**config.mk**
```make
export PLATFORM = sky130hd
export DESIGN_NAME = counter_ctrl
export DESIGN_NICKNAME = d
export VERILOG_FILES = /design/src/rtl/counter_ctrl.sv
export SDC_FILE = /design/constraint.sdc
export NUM_CORES = 1
export LEC_CHECK = 0
export CAP_MARGIN = 5
export CORE_MARGIN = 2
export CORE_UTILIZATION = 42
export DETAILED_ROUTE_END_ITERATION = 16
export MAX_ROUTING_LAYER = met4
export PLACE_DENSITY_LB_ADDON = 0.1
export SLEW_MARGIN = 25
export SYNTH_ARGS = -nofsm -noshare
export SYNTH_HDL_FRONTEND = slang
export SYNTH_SLANG_ARGS = --single-unit
```
**constraint.sdc**
```tcl
create_clock -name CLK -period 5.16 [get_ports CLK]
set_clock_uncertainty 0.15 [all_clocks]
set_input_delay 1.032 -clock CLK [delete_from_list [all_inputs] [get_ports CLK]]
set_output_delay 1.032 -clock CLK [all_outputs]
set_load 0.01 [all_outputs]
```
**src/rtl/counter_ctrl.sv**
```systemverilog
// Prescaled mod-8 up/down counter with run/pause/one-shot control FSM.
// Optional seven-segment decoder enabled by COUNTER_CTRL_DISPLAY_EN (blank otherwise).
module counter_ctrl #(
    parameter int unsigned DIV = 4
) (
    input  logic       CLK,
    input  logic       rst,
    input  logic       iStart,
    input  logic       iStop,
    input  logic       iClear,
    input  logic       iLoad,
    input  logic [2:0] iLoadVal,
    input  logic       iUp,
    input  logic       iOneShot,
    input  logic [2:0] iTarget,
    output logic [2:0] oQ,
    output logic [6:0] oDisplay,
    output logic       oRunning,
    output logic       oDone,
    output logic       oTick
);

    typedef enum logic [1:0] {StIdle, StRun, StPause, StDone} state_e;

    localparam logic [7:0] PreMax = 8'(DIV - 1);

    state_e     state_q, state_d;
    logic [2:0] cnt_q, cnt_d;
    logic [7:0] pre_q, pre_d;
    logic       tick_q, tick_d;
    logic [2:0] step_val;

    always_ff @(posedge CLK or posedge rst) begin
        if (rst) begin
            state_q <= StIdle;
            cnt_q   <= 3'd0;
            pre_q   <= 8'd0;
            tick_q  <= 1'b0;
        end else begin
            state_q <= state_d;
            cnt_q   <= cnt_d;
            pre_q   <= pre_d;
            tick_q  <= tick_d;
        end
    end

    assign step_val = iUp ? cnt_q + 3'd1 : cnt_q - 3'd1;

    always_comb begin
        state_d = state_q;
        cnt_d   = cnt_q;
        pre_d   = pre_q;
        tick_d  = 1'b0;
        if (iClear) begin
            cnt_d   = 3'd0;
            pre_d   = 8'd0;
            state_d = StIdle;
        end else if (iLoad) begin
            cnt_d   = iLoadVal;
            pre_d   = 8'd0;
            state_d = StIdle;
        end else if (iStop) begin
            // Stop outranks a due step; outside RUN it simply masks iStart.
            if (state_q == StRun) begin
                state_d = StPause;
            end
        end else if (iStart && (state_q != StRun)) begin
            state_d = StRun;
            if (state_q != StPause) begin
                pre_d = 8'd0;
            end
        end else if (state_q == StRun) begin
            if (pre_q == PreMax) begin
                pre_d  = 8'd0;
                cnt_d  = step_val;
                tick_d = 1'b1;
                if (iOneShot && (step_val == iTarget)) begin
                    state_d = StDone;
                end
            end else begin
                pre_d = pre_q + 8'd1;
            end
        end
    end

    assign oQ       = cnt_q;
    assign oRunning = (state_q == StRun);
    assign oDone    = (state_q == StDone);
    assign oTick    = tick_q;

`ifdef COUNTER_CTRL_DISPLAY_EN
    always_comb begin
        oDisplay = 7'b1111111;
        case (cnt_q)
            3'd0:    oDisplay = 7'b1000000;
            3'd1:    oDisplay = 7'b1111001;
            3'd2:    oDisplay = 7'b0100100;
            3'd3:    oDisplay = 7'b0110000;
            3'd4:    oDisplay = 7'b0011001;
            3'd5:    oDisplay = 7'b0010010;
            3'd6:    oDisplay = 7'b0000010;
            default: oDisplay = 7'b1111000;
        endcase
    end
`else
    assign oDisplay = 7'b1111111;
`endif

endmodule

```
==> summary.md <==
| Metric | Value |
|---|---|
| Initial DRC count | 7 |
| Routed WL per cell | 13.1 um |
| Post-synth EDFFs | 0 |
| Drt via density | between 5 and 6 |
| Initial Util | between 40% and 50% |
| Total gr overflow | 0 |
| Slew Limit Fails | 0 |
| Final std cells w/o fill | 151 |
| Library cells used by synthesis | 39 |
| TritonRoute pass-1 iters | 4 |
| Status | finished, final reports clean |
| Critical Path AT | ~3 ns |
| Core area | 0.00217 mm2 |
| Clk pin slew, worst setup/hold paths | 0.09 ns |
| Worst EP required | 5.21 ns |
| Clock tree sinks | 14 |
| Vias | just under 800 |
| Antenna violations before repair | 0 |
| Antenna cells | 0 |
| I/O Pins | 27 |
| Share of layout cells above drive strength 1 | under 10% |
| Setup WS pre-CTS | ~1.9 ns |
| Tightest Pin Transition | 0.638 ns |
| Ys async rst share | 100% |
| Mapped Cells | 101 |
| Final min period | 3.00 ns |
| DRC errors left | 0 |
| Final WS setup | approximately 2.2 ns |
| Detail Route Antenna Nets | 0 |
| Synth top area cells | dfrtp_1 (37%), buf_4 (5.6%), inv_1 (4.4%), nor2_1 (4.0%), a22o_1 (3.7%) |
| Htree depth | 1 |
| Post-CTS Resized | 0 |
| Placer Congestion | around 0.78 |
| Clk_lat worst skew | 0.28 ns |
| Setup TNS | 0 ns |
| Post-synth top area cell | dfrtp_1 |
| Die span in y | around 50 um |
| Yosys top cell area share | 37.3% |
| DIE AREA | approximately 0.0026 mm2 |
| Pwr dens | between 200 and 250 mW/mm2 |
| Final hold vios | 0 |
| NumNets Final | 140 |
| Unrepaired setup endpoints after global routing | false |
| Part of the cycle the worst path needs | between 50 and 60% |
| Final WL | 1.97 mm |
| Max FO, Critical Path | 2 |
| Hold bufs inserted after CTS | 0 |
| Post-Syn Area per Cell | 9.30 um2 |
| Crit path capture type | register |
| YS warnings | 0 |
| HPWL after DPL | 1.52 mm |
| Vias in the first global route | 734 |
| CTS tree | built |
| First-pass GRT wire length | 3.28 mm |
| Max Cap Violations | 0 |
| FMAX | 0.334 GHz |
| Ys flop type | dfrtp_1 |
| PortBufs | 19 |
| Clock Path Buffers | 2 |
| Mapped cell area | 940 um2 |
| Area Growth Syn to Fin | 24.6% |
| Max transition margin | 57.4% |
| Die width | 51.3 um |
| Hold WC Path Type | register to register |
| Sequential cell area fraction in the yosys report | 37.3% |
| Flops & latches, synth | 14 |
| Total GRT Usage | 17.7% |
| # rows | 17 |
| P_leak | 0.508 nW |
| Placed cells | 147 |
| Worst Setup Start Kind | primary input |
| Postcts setup bufs | 0 |
| Largest net degree at the start of global routing | 15 |
| CTS buffer count | 3 |
| # setup viols final | 0 |
| Max VDD drop | about 170 uV |
| Setup CP Type | primary input to register |
| CTS Root Cell | clkbuf_4 |
## synthesized netlist by cell type (2+ instances only)
library cell,n
nor2_1,10
inv_1,11
a22o_1,4
nor3_1,2
dfrtp_1,14
nand3_1,3
nor2b_1,4
nand2_1,3
xor2_1,3
xnor2_1,4
o21ai_0,5
buf_4,7
a21oi_1,3
mux2i_1,2
a211oi_1,2
## metrics by stage
step / cell area [um2] / total power [mW] / hold WS (ns) / util [%]
finish: 1170 / 0.241 / 0.365 / 54.0
global placement: 1130 / 0.160 / 0.343 / 52.3
CTS: 1170 / 0.245 / 0.375 / 54.0
floorplan: 962 / 0.145 / 0.328 / -
global route: 1170 / 0.255 / 0.404 / 54.0
detailed placement: 1130 / 0.162 / 0.362 / 52.3
## flip-flops by register name, indices dropped and copies added, names as in the netlist
| name | count |
|---|---|
| oQ | 3 |
| oTick | 1 |
| pre_q | 8 |
| state_q | 2 |
## critical path: stages
cell	delay, ns
clkdlybuf4s50_1	0.46
fa_1	0.45
xnor2_1	0.25
xnor2_1	0.11
or4_1	0.54
a211oi_2	0.22
## cell families after synthesis
family | synth area share (%)
AO/OA/AOI/OAI | 18.4
adder cells (fa/ha/maj) | 3.46
multiplexers | 2.13
buffers and inverters | 9.99
XOR/XNOR | 6.52
flip-flops | 37.3
AND/OR/NAND/NOR | 21.8
other | 0.399
## routing by layer
metal,track usage [%],vias to the layer above,wire length (um)
met5,-,-,0
met1,21.8,372,906
li1,-,385,-
met2,27.3,20,964
met3,3.51,4,75
met4,9.65,0,29
## area by class of cell
| type | instances | area, um2 |
|---|---|---|
| Timing Repair Buffer | 19 | 190 |
| Sequential cell | 14 | 350 |
| Inverter | 11 | 41.3 |
| Clock buffer | 4 | 36.3 |
| Tap cell | 28 | 35.0 |
| Multi-Input combinational cell | 75 | 518 |
| Fill cell | 216 | 998 |
## where the power goes
group          internal [mW]  switching, mW  leakage (nW)
Sequential             0.112        0.00236         0.192
Clock                 0.0429         0.0387        0.0210
Combinational         0.0223         0.0223         0.295
Total                  0.177         0.0634         0.508
## worst paths after layout
kind | slack (ns) | cells past startpoint | start | endpoint
worst max-delay path | 2.16 | 6 | iUp | state_q[1]$_DFFE_PP0P_
worst min-delay path | 0.37 | 1 | pre_q[0]$_DFFE_PP0P_ | pre_q[0]$_DFFE_PP0P_
worst max register to register | 2.94 | 6 | oQ[0]$_DFFE_PP0P_ | state_q[1]$_DFFE_PP0P_
worst min register to register | 0.37 | 1 | pre_q[0]$_DFFE_PP0P_ | pre_q[0]$_DFFE_PP0P_
max in group asynchronous | 3.52 | 2 | rst | oQ[0]$_DFFE_PP0P_
min in group asynchronous | 0.95 | 2 | rst | pre_q[0]$_DFFE_PP0P_
## cells in the final DEF, fill, tap and decap left out, drive strengths merged, types with 2 or more instances in the layout
cell / Yosys / routed
nand2: 3 / 3
a22o: 4 / 4
xor2: 3 / 3
inv: 11 / 11
clkdlybuf4s50: 0 / 19
nor2: 10 / 10
a21oi: 3 / 3
mux2i: 2 / 2
nand3: 3 / 3
nor3: 2 / 2
xnor2: 4 / 4
a211oi: 3 / 3
o21ai: 5 / 5
or3: 2 / 2
conb: 1 / 7
clkbuf: 0 / 4
dfrtp: 14 / 14
nor2b: 4 / 4
Note: power is estimated with default switching activity, not from simulation.
